<file path="src/rtl/keypad_scanner.sv">
// keypad_scanner: 4x4 active-low matrix scanner with frame-based debounce, one accepted key at a time.
// Define KEYPAD_REPEAT_EN for auto-repeat strobes; i_rst_n is expected to be released synchronously to i_clk.
module keypad_scanner #(
    parameter int SCAN_DIV       = 50000,
    parameter int DEBOUNCE_SCANS = 4,
    parameter int REPEAT_DELAY   = 500,
    parameter int REPEAT_RATE    = 100
) (
    input  logic       i_clk,
    input  logic       i_rst_n,
    input  logic [3:0] i_col,
    output logic [3:0] o_row,
    output logic [3:0] o_key,
    output logic       o_key_pressed,
    output logic       o_key_strobe
);
    localparam int               DIV_W    = $clog2(SCAN_DIV);
    localparam logic [DIV_W-1:0] DIV_LAST = DIV_W'(SCAN_DIV - 1);
    localparam logic [3:0]       DEB_N    = 4'(DEBOUNCE_SCANS);

    localparam logic [1:0] ST_IDLE    = 2'd0;
    localparam logic [1:0] ST_CAND    = 2'd1;
    localparam logic [1:0] ST_PRESSED = 2'd2;
    localparam logic [1:0] ST_REL     = 2'd3;

    logic [3:0]       col_meta_q, col_sync_q;
    logic [DIV_W-1:0] div_q;
    logic [1:0]       row_q;
    logic [3:0]       row_oh_q;
    logic [11:0]      lat_q;
    logic [1:0]       state_q, state_d;
    logic [3:0]       cand_q, cand_d;
    logic [3:0]       cnt_q, cnt_d;
    logic [3:0]       key_q;
    logic             pressed_q, strobe_q;

    logic        sample, frame_end, found, is_cand, accept, drop, rep_fire;
    logic [3:0]  code;
    logic [15:0] frame_cols;

    assign sample    = (div_q == DIV_LAST);
    assign frame_end = sample && (row_q == 2'd3);
    // Row 3 is consumed straight from the synchronizer on the same edge it would be latched.
    assign frame_cols = {col_sync_q, lat_q};

    // NOTE: sequential state uses non-blocking assignments so every flop samples pre-edge values.
    always_ff @(posedge i_clk or negedge i_rst_n) begin
        if (!i_rst_n) begin
            col_meta_q <= 4'hF;
            col_sync_q <= 4'hF;
            div_q      <= '0;
            row_q      <= 2'd0;
            row_oh_q   <= 4'b1110;
            lat_q      <= 12'hFFF;
        end else begin
            col_meta_q <= i_col;
            col_sync_q <= col_meta_q;
            if (sample) begin
                div_q    <= '0;
                row_q    <= row_q + 2'd1;
                row_oh_q <= {row_oh_q[2:0], row_oh_q[3]};
                case (row_q)
                    2'd0:    lat_q[3:0]  <= col_sync_q;
                    2'd1:    lat_q[7:4]  <= col_sync_q;
                    2'd2:    lat_q[11:8] <= col_sync_q;
                    default: lat_q       <= lat_q;
                endcase
            end else begin
                div_q <= div_q + DIV_W'(1);
            end
        end
    end

    // NOTE: every always_comb output gets a default first so no path can infer a latch.
    always_comb begin
        found = 1'b0;
        code  = 4'd0;
        for (int i = 15; i >= 0; i--) begin
            if (!frame_cols[i]) begin
                found = 1'b1;
                code  = 4'(i);
            end
        end
    end

    assign is_cand = found && (code == cand_q);

    always_comb begin
        state_d = state_q;
        cand_d  = cand_q;
        cnt_d   = cnt_q;
        accept  = 1'b0;
        drop    = 1'b0;
        if (frame_end) begin
            case (state_q)
                ST_IDLE: begin
                    if (found) begin
                        cand_d = code;
                        cnt_d  = 4'd1;
                        if (DEB_N == 4'd1) begin
                            state_d = ST_PRESSED;
                            accept  = 1'b1;
                        end else begin
                            state_d = ST_CAND;
                        end
                    end
                end
                ST_CAND: begin
                    if (is_cand) begin
                        cnt_d = cnt_q + 4'd1;
                        if (cnt_q + 4'd1 == DEB_N) begin
                            state_d = ST_PRESSED;
                            accept  = 1'b1;
                        end
                    end else if (found) begin
                        cand_d = code;
                        cnt_d  = 4'd1;
                    end else begin
                        state_d = ST_IDLE;
                    end
                end
                ST_PRESSED: begin
                    if (!is_cand) begin
                        if (DEB_N == 4'd1) begin
                            state_d = ST_IDLE;
                            drop    = 1'b1;
                        end else begin
                            state_d = ST_REL;
                            cnt_d   = 4'd1;
                        end
                    end
                end
                default: begin
                    if (is_cand) begin
                        state_d = ST_PRESSED;
                    end else begin
                        cnt_d = cnt_q + 4'd1;
                        if (cnt_q + 4'd1 == DEB_N) begin
                            state_d = ST_IDLE;
                            drop    = 1'b1;
                        end
                    end
                end
            endcase
        end
    end

`ifdef KEYPAD_REPEAT_EN
    localparam int REP_MAX = (REPEAT_DELAY > REPEAT_RATE) ? REPEAT_DELAY : REPEAT_RATE;
    localparam int REP_W   = $clog2(REP_MAX + 1);
    localparam logic [REP_W-1:0] REP_DELAY_N = REP_W'(REPEAT_DELAY);
    localparam logic [REP_W-1:0] REP_RATE_N  = REP_W'(REPEAT_RATE);

    logic [REP_W-1:0] rep_cnt_q, rep_cnt_d;
    logic             rep_first_q, rep_first_d;

    // Counts only frames that begin and end in PRESSED, so it freezes across a REL bounce.
    always_comb begin
        rep_cnt_d   = rep_cnt_q;
        rep_first_d = rep_first_q;
        rep_fire    = 1'b0;
        if (accept || state_d == ST_IDLE) begin
            rep_cnt_d   = '0;
            rep_first_d = 1'b0;
        end else if (frame_end && state_q == ST_PRESSED && state_d == ST_PRESSED) begin
            if (rep_cnt_q + REP_W'(1) == (rep_first_q ? REP_RATE_N : REP_DELAY_N)) begin
                rep_fire    = 1'b1;
                rep_cnt_d   = '0;
                rep_first_d = 1'b1;
            end else begin
                rep_cnt_d = rep_cnt_q + REP_W'(1);
            end
        end
    end

    always_ff @(posedge i_clk or negedge i_rst_n) begin
        if (!i_rst_n) begin
            rep_cnt_q   <= '0;
            rep_first_q <= 1'b0;
        end else begin
            rep_cnt_q   <= rep_cnt_d;
            rep_first_q <= rep_first_d;
        end
    end
`else
    assign rep_fire = 1'b0;
`endif

    always_ff @(posedge i_clk or negedge i_rst_n) begin
        if (!i_rst_n) begin
            state_q   <= ST_IDLE;
            cand_q    <= 4'd0;
            cnt_q     <= 4'd0;
            key_q     <= 4'd0;
            pressed_q <= 1'b0;
            strobe_q  <= 1'b0;
        end else begin
            state_q  <= state_d;
            cand_q   <= cand_d;
            cnt_q    <= cnt_d;
            strobe_q <= accept | rep_fire;
            if (accept) begin
                key_q     <= cand_d;
                pressed_q <= 1'b1;
            end else if (drop) begin
                pressed_q <= 1'b0;
            end
        end
    end

    assign o_row         = row_oh_q;
    assign o_key         = key_q;
    assign o_key_pressed = pressed_q;
    assign o_key_strobe  = strobe_q;

endmodule

</file>
<file path="config.mk">
export PLATFORM = sky130hd
export DESIGN_NAME = keypad_scanner
export DESIGN_NICKNAME = d
export VERILOG_FILES = /design/src/rtl/keypad_scanner.sv
export SDC_FILE = /design/constraint.sdc
export NUM_CORES = 1
export LEC_CHECK = 0
export BUFFER_PORTS_ARGS = -buffer_cell sky130_fd_sc_hd__buf_2
export CORE_ASPECT_RATIO = 1.75
export CORE_UTILIZATION = 37
export DETAILED_ROUTE_END_ITERATION = 16
export GPL_ROUTABILITY_DRIVEN = 1
export SYNTH_ARGS = -nofsm -noshare
export SYNTH_HDL_FRONTEND = slang
export SYNTH_SLANG_ARGS = --single-unit
</file>
<file path="constraint.sdc">
create_clock -name i_clk -period 3.1 [get_ports i_clk]
set_input_delay 0.155 -clock i_clk [delete_from_list [all_inputs] [get_ports i_clk]]
set_output_delay 0.155 -clock i_clk [all_outputs]
set_load 0.02 [all_outputs]
</file>
# Word level (Yosys, flattened, before mapping)
# Index checks and enable logic that the tools add are counted.
totals:
  reg_bits: 58
  latch_bits: 0
  ram_bits: 0
  rom_bits: 0
  in_bits: 6
  output_inout_bits: 10
  word_cells: 101
  n_memories: 0
classes:
  n_addsub: 3
  mul: 0
  n_div: 0
  order_cmp: 0
  n_eq_ne: 13
  n_shift: 0
  muxes: 59
  bitwise_logic: 0
  reduce_logical: 12
ops:
  columns: ["op", "count"]
  rows:
  - ["$mux W4", 23]
  - ["$mux W1", 25]
  - ["$add A16 B1 Y16 const B", 1]
  - ["$eq A16 B16 Y1 const B", 1]
  - ["$mux W16", 1]
  - ["$mux W2", 7]
  - ["$pmux W4 S3", 1]
  - ["$pmux W4 S2", 1]
  - ["$eq A2 B2 Y1 const B", 3]
  - ["$ne A3 B3 Y1 const B", 2]
  - ["$pmux W2 S3", 1]
  - ["$reduce_and A2 Y1", 3]
  - ["$reduce_and A6 Y1", 1]
  - ["$reduce_bool A5 Y1", 1]
  - ["$add A4 B1 Y4 const B", 1]
  - ["$eq A2 B1 Y1 const B", 2]
  - ["$eq A4 B3 Y1 const B", 1]
  - ["$eq A4 B4 Y1", 1]
  - ["$logic_not A2 Y1", 2]
  - ["$ne A2 B2 Y1 const B", 2]
  - ["$ne A3 B1 Y1 const B", 1]
  - ["$reduce_and A3 Y1", 1]
  - ["$reduce_or A3 Y1", 1]
  - ["$add A2 B1 Y2 const B", 1]
  - ["2 further kinds", 3]

# Longest topological paths before layout
# Gate-level depths: netlist of the first run.
depth:
  ltp_word: 23
  mapped_depth: 9
  ltp_nobuf: 8

# Worst setup path after synthesis of the first run
# OpenSTA, ideal clock, no wires.
synth_timing:
  path_type: "register to register"
  from: "register lat_q[7]"
  to: "register key_q[1], in the netlist o_key[1]"
  setup_ns: 0.125
  t_arrival_ns: 2.578
  required_time_ns: 2.975
  slack_ns: 0.397
  stages_incl_launch_ff: 9
  path_buffers: 0
  synth_period_minus_slack_ns: 2.703
  path_cell_list: "dfstp_2 nand4_2 or4_1 a31oi_2 o211ai_4 nor3_4 mux2i_1 a221o_1 mux2_2"
synth_between:
  elab_chain_cells: 13
  word_cells_on_any_way: 25
  cone_classes: "1 x eq/ne; 23 x mux; 1 x reduce/logical"
synth_lines:
  columns: ["item", "line_no", "rtl"]
  rows:
  - ["from (decl)", "30", "logic [11:0] lat_q;"]
  - ["from (signal assigned)", "64", "2'd1: lat_q[7:4] <= col_sync_q;"]
  - ["from (signal assigned)", "66", "default: lat_q <= lat_q;"]
  - ["$mux W4 (8 in series)", "79", "if (!frame_cols[i]) begin"]
  - ["$eq A4 B4 Y1", "86", "assign is_cand = found && (code == cand_q);"]
  - ["$logic_and A1 B1 Y1", "86", null]
  - ["$mux W4", "109", "if (is_cand) begin"]
  - ["$pmux W4 S2 *", "95", "case (state_q)"]
  - ["$mux W4 *", "94", "if (frame_end) begin"]
  - ["net cand_d[1]", "32", "logic [3:0] cand_q, cand_d;"]
  - ["to (signal assigned)", "203", "key_q <= cand_d;"]
  - ["to (decl)", "34", "logic [3:0] key_q;"]
# The timed path passes the listed nets; every way through them passes the cells marked *.
# A chain may end at the register's enable or synchronous reset.

# Final worst setup path of the first run
layout_timing:
  from: "register lat_q[5]"
  to: "register state_q[0]"
layout_between:
  elab_chain_cells: 10
  word_cells_on_any_way: 23
  cone_classes: "5 x eq/ne; 15 x mux; 3 x reduce/logical"
layout_lines:
  columns: ["item", "line_no", "rtl"]
  rows:
  - ["$mux W4 (6 in series)", "79", null]
  - ["$eq A4 B4 Y1", "86", null]
  - ["$logic_and A1 B1 Y1", "86", null]
  - ["$ne A3 B3 Y1 (no line), or another cell as far along", null, null]
  - ["$reduce_and A6 Y1 (no line) / $pmux W2 S3 (equally long branches)", null, null]
  - ["to (signal assigned)", "198", "state_q <= state_d;"]
  - ["to (decl)", "31", "logic [1:0] state_q, state_d;"]
# Several ways; a longest one is shown, not always the timed one.

==> metrics, run 1 <==
global route total overflow 0; largest family of logic cells by synthesized area simple AND/OR/NAND/NOR gates; largest net degree at the start of global routing 45; Min Clock Period, post-route 2.85 ns; power per cell area 497 nW/um^2; post-synth top area cell dfrtp_1; vias in the first global route 2212; simple-gate share of the synthesized area 0.201; drt via density 5.41; CP max-delay cell dfstp_2; most frequent cell after synthesis dfrtp_1; area occupied by multi-input gates 1460 um^2; clock buffer count from CTS 9; Netlist Area Pre-Place 3000 um^2; failing checks negative hold slack; ratio of cells with drive above 1 in the final layout 0.264; Adder-Cell Fraction of Synth Area 0.0417; clock sink count 58; Root Driver clkbuf_16; Overall Power 1.76 mW; I/O Buffers 15; status complete, but fails checks; final slew viol count 0; Async SR Flop Fraction 1.00; area occupied by registers 1480 um^2; Mapped Nets 299; Compound-Gate Fraction of Synth Area 0.124; Worst Setup Path Type register to register; Max Freq 0.351 GHz; Initial DRC Count 103; Max H-tree Level 3; Max stage delay on crit path 0.60 ns; DRC Markers 0; crit path cell chain nand4_2 > or4_1 > a31oi_2 > o211ai_4 > o41ai_1 > o21ai_0 > o31a_1 > a21oi_1; area grow syn2layout 18.0%; via count 2207; yosys warns 0; antenna violations before repair 0; top cell type's share of synthesized area 0.292; DP HPWL 4590 um; Worst Path Max Fanout 8; max_cap viols 0; Leakage 1.55 nW; Fin Hold WS -0.00744 ns; die area 8490 um^2; first-pass GRT wire length 10700 um; unrepaired setup endpoints after global routing false; Yosys reg bits 58; # setup viols final 0; post-synthesis mux area share 0.0784; Final Skew 0.00634 ns; Final GP Congestion 0.922; number of synthesized flops with an enable pin 0; die width 70.1 um; sequential-to-total area share from yosys stat 0.493; Worst-Margin Slew 0.976 ns; CP required 3.36 ns; core area 7910 um^2; FP Rows 43; crit share post-route 0.920; relative slew slack 0.349; Final Hold Vio Count 9; synth top area cells dfrtp_1, dfstp_2, mux2_2; ant diodes 0; worst slack at placement 0.304 ns; Routed WL per cell 15.5 um; IO Count 16; Setup crit start kind register; Initial Utilization 0.380; Post-CTS Setup Bufs 0; Routed WL 6320 um; Antenna Violating Nets Remaining 0; post-synth cell types 53; prevailing post-synth register cell dfrtp_1; CTS max path bufs 2; First-pass DRT Iterations 4; Hold WC Path Type primary input to async pin; Filler Cell Count 757; total track usage 0.166; Clock Latency Late Sink 0.33 ns; post-synthesis average cell area 10.6 um^2; setup slack after layout 0.249 ns; TNS Setup 0 ns; CP arrival 3.11 ns; Max VDD drop 0.466 mV; clock slew at reported path FFs 0.05 ns; Synth top cells by count dfrtp_1, nand2_1, dfstp_2, nor2_1, mux2_2; XOR/XNOR Fraction of Synth Area 0.0409; Die Y 121 um; Worst R2R Path Depth 8; # nets final 329; Cells after Synth 283; CTS tree built; critical path endpoint category register
power breakdown:
part | switching (mW) | total (mW) | internal (mW)
Clock | 0.322 | 0.962 | 0.640
Combinational | 0.0165 | 0.0236 | 0.00711
Sequential | 0.00553 | 0.775 | 0.769
final timing paths:
kind                       slack, ns     startpoint            end
setup reg to reg                0.25       lat_q[5]     state_q[0]
hold / removal                -0.007        i_rst_n       cnt_q[2]
min in group i_clk              0.35  col_meta_q[0]  col_sync_q[0]
max in group asynchronous       2.27        i_rst_n       lat_q[7]
hold reg to reg                 0.35  col_meta_q[0]  col_sync_q[0]
setup / recovery                0.25       lat_q[5]     state_q[0]
layout by cell type (no fill, tap or decap), types with 3 or more instances in the layout:
cell	n
o21a_1	4
nor2b_1	4
nor2_1	21
dfrtp_1	35
xnor2_1	6
buf_4	6
a31oi_1	4
buf_2	15
dfstp_2	23
clkbuf_1	3
inv_1	11
nor3_1	9
a21oi_1	7
and4_1	6
nand2b_1	3
nand3_1	19
dlygate4sd3_1	4
and2_1	5
ha_1	10
o221ai_1	3
xor2_1	8
and3_1	6
or3_1	3
nand4_1	3
o21ai_0	11
nand2_1	24
clkbuf_16	9
mux2_2	20
layer usage:
layer  routed length, um  vias to the layer above  global-route usage
li1                    -                     1092                   -
met1                2550                     1063               0.169
met2                3400                       35               0.300
met3                 189                       17              0.0407
met4                 178                        0              0.0988
met5                   0                        -                   0
what timing repair did:
item	in CTS	in global routing
resized for setup	0	0
endpoints found under the hold margin	4	0
hold buffers	4	0
endpoints found under the setup margin	0	0
critical path, delay by kind of cell, from the launching register on:
kind	cells	cell delay, ns
AO/OA/AOI/OAI	6	1.48
flip-flops	1	0.60
AND/OR/NAND/NOR	2	0.70
flip-flops by register name, summed over array words and instances (netlist names), named ones only:
| register | flops |
|---|---|
| div_q | 16 |
| lat_q | 12 |
| cand_q | 4 |
| cnt_q | 4 |
| col_meta_q | 4 |
| col_sync_q | 4 |
| o_key | 4 |
| o_row | 4 |
| row_q | 2 |
| o_key_pressed | 1 |
| o_key_strobe | 1 |
| state_q | 1 |
final cells by class:
cell class,count,area share
Clock buffer,13,0.0706
Clock inverter,3,0.0113
Inverter,11,0.0117
Multi-Input combinational cell,208,0.412
Sequential cell,58,0.418
Tap cell,90,0.0318
Timing Repair Buffer,25,0.0452
cells by family (layout without fill, tap and decap cells):
group | Yosys count | in the layout
adder cells (fa/ha/maj) | 10 | 10
AO/OA/AOI/OAI | 51 | 51
buffers and inverters | 17 | 52
AND/OR/NAND/NOR | 112 | 112
flip-flops | 58 | 58
multiplexers | 21 | 21
XOR/XNOR | 14 | 14
through the flow:
stage	cells	cell area, um^2	util
after floorplan	283	3000	-
after global placement	388	3210	0.406
after detailed placement	388	3210	0.406
after CTS	408	3540	0.448
after global routing	408	3540	0.448
final	408	3540	0.448
Power figures use the tool's default switching activity.
==> run 2, diff against run 1 <==
Settings changed: CORE_MARGIN from default to 2.
==> run 2 against run 1 <==
  * The run now ends clean
  * Combinational power is 6% higher
  * Die area is 4.6% higher
  * Hold slack better by 0.36 ns
  * Sequential power hardly changed
  * Highest routed layer unchanged
  * Total power is 2.9% higher
  * Critical path type unchanged
  * Core utilization is 0.38 points higher
  * Final area is 0.85% higher
  * Critical path depth stayed put
  * Setup slack better by 0.093 ns
==> metrics, run 2 (synthesis gave the netlist of run 1 again) <==
unrepaired setup endpoints after global routing false; most frequent cells in the layout dfrtp_1, nand2_1, dfstp_2; crit share post-route 0.890 (-0.0301); I/O Buffers 15 (unchanged); antenna violations before repair 0 (unchanged); TNS Setup 0 ns (unchanged); core area 7910 um^2 (unchanged); Filler Cell Count 714 (-5.7%); max_cap viols 0 (unchanged); DP HPWL 4690 um (+2.2%); Top reg by flops div_q; global route total overflow 0 (unchanged); sequential fraction of design power 0.428 (-0.012); CP required 3.36 ns (about the same); CTS tree built; Clock Latency Late Sink 0.33 ns (about the same); drt via density 5.59 (+3.3%); Sw Ratio 0.190 (-0.00545); Initial Utilization 0.380 (unchanged); most common cell after layout, fill and taps aside dfrtp_1; Routed WL per cell 15.5 um (-0.10%); DRT met1 WL 2440 um (-4.2%); DRC Markers 0 (unchanged); Min Clock Period, post-route 2.76 ns (-0.0933 ns); Setup crit start kind register; met3 wire len 211 um (+12%); # nets final 330 (+0.30%); crit path cell chain nand4_2 > or4_1 > a31oi_2 > o211ai_4 > o41ai_1 > o21ai_0 > o31a_1 > a21oi_1; Antenna Violating Nets Remaining 0 (unchanged); Max Freq 0.363 GHz (+3.4%); area grow syn2layout 19.0%; clock sink count 58 (unchanged); relative slew slack 0.454 (+0.105); clock slew at reported path FFs 0.05 ns (about the same); CP max-delay cell dfstp_2; Psw 0.345 mW (about the same); buffers and inverters on the worst path 0 (unchanged); CTS max path bufs 2 (unchanged); die area 8880 um^2 (+4.6%); Final Skew 0.00885 ns (+0.00252 ns); Max H-tree Level 3 (unchanged); die width 72.1 um (+2.9%); Final Util 0.452 (+0.00380); final instance area 3570 um^2 (+0.85%); largest net degree at the start of global routing 36 (-20%); Worst Setup Path Type register to register; CP delay by family, top compound AO/OA/AOI/OAI gates; clock buffer count from CTS 9 (unchanged); CP arrival 3.01 ns (-0.10 ns); biggest regs div_q (16), lat_q (12); vias in the first global route 2275 (+2.8%); Final Hold Vio Count 0 (-9); Int Pwr 1.47 mW (+3.6%); ratio of cells with drive above 1 in the final layout 0.263 (-0.000828); Final GP Congestion 0.900 (-2.4%); Worst Path Max Fanout 8 (unchanged); Initial DRC Count 130 (+26%); Max Used Layer met4; critical path endpoint category register; met2 wire length 3450 um (+1.4%); # setup viols final 0 (unchanged); Leakage 1.57 nW (+0.81%); power per cell area 507 nW/um^2 (+2.1%); Die Y 123 um (+1.7%); via count 2285 (+3.5%); Hold WC Path Type register to register; final slew viol count 0 (unchanged); First-pass DRT Iterations 4 (unchanged); Clk pwr share 0.559 (+0.013); max FFs per register 16 (unchanged); ant diodes 0 (unchanged); IO Count 16 (unchanged); Root Driver clkbuf_16; Placed Area 3210 um^2 (unchanged); first-pass GRT wire length 10700 um (about the same); Gate power share 0.014 (about the same); status completed; FP Rows 43 (unchanged); Worst-Margin Slew 0.819 ns (-0.158 ns); Routed WL 6330 um (+0.14%); Max VDD drop 0.339 mV (-27%); total track usage 0.160 (-0.00553); Max stage delay on crit path 0.59 ns (about the same)
-- run 2: cell types whose count changed in the layout (fill, tap and decap cells not counted) --
cell,delta
clkbuf_16,+1
dlygate4sd3_1,+1
clkinv_2,-1
-- run 2: worst reg2reg max path: stages (launching register included) --
cell and delay (ns):
dfstp_2 0.59, nand4_2 0.14, or4_1 0.55, a31oi_2 0.25, o211ai_4 0.13, o41ai_1 0.43
o21ai_0 0.17, o31a_1 0.31, a21oi_1 0.11
-- run 2: through the flow --
stage          hold WS (ns)  power (mW)  setup slack, ns  cells
3_3_place_gp          0.260       0.807            0.383    388
2_1_floorplan        -0.141       0.785            0.397    283
5_1_grt               0.356        1.88            0.153    409
6_report              0.354        1.81            0.342    409
3_5_place_dp          0.262       0.808            0.349    388
4_1_cts               0.354        1.84            0.350    409
-- run 2: worst paths after layout --
check                              start       endpoint  slack, ns  cells past startpoint
min in group asynchronous        i_rst_n       cnt_q[0]       0.46                      2
max in group asynchronous        i_rst_n       lat_q[6]       1.77                      3
hold / removal             col_meta_q[3]  col_sync_q[3]       0.35                      0
hold reg to reg            col_meta_q[3]  col_sync_q[3]       0.35                      0
setup / recovery                lat_q[5]     state_q[0]       0.34                      8
setup reg to reg                lat_q[5]     state_q[0]       0.34                      8
-- run 2: cell type report --
class / instances / area (um^2) / share of cell area
timing repair buffer: 26 / 170 / 0.0476
multi-input combinational: 208 / 1460 / 0.408
tap: 90 / 113 / 0.0315
clock inverter: 2 / 35.0 / 0.00981
inverter: 11 / 41.3 / 0.0116
sequential: 58 / 1480 / 0.414
clock buffer: 14 / 275 / 0.0771
-- run 2: power by group through the flow --
stage / combinational (mW) / sequential [mW] / clock, mW
global placement: 0.0209 / 0.786 / 0
finish: 0.0249 / 0.775 / 1.01
global route: 0.0291 / 0.775 / 1.08
floorplan: 0.00152 / 0.784 / 0
CTS: 0.0264 / 0.775 / 1.04
detailed placement: 0.0217 / 0.786 / 0
-- run 2: repair_timing --
action / 4_1_cts / 5_1_grt
resized for setup: 0 / 0
setup buffers: 0 / 0
hold buffers: 5 / 0
hold endpoints to repair: 38 / 0
setup endpoints to repair: 0 / 0
-- run 2: metal layers --
layer  GRT usage  vias to the layer above
met5           0                        -
met4       0.107                        0
met3      0.0424                       19
met2       0.279                       57
met1       0.164                     1111
li1            -                     1098
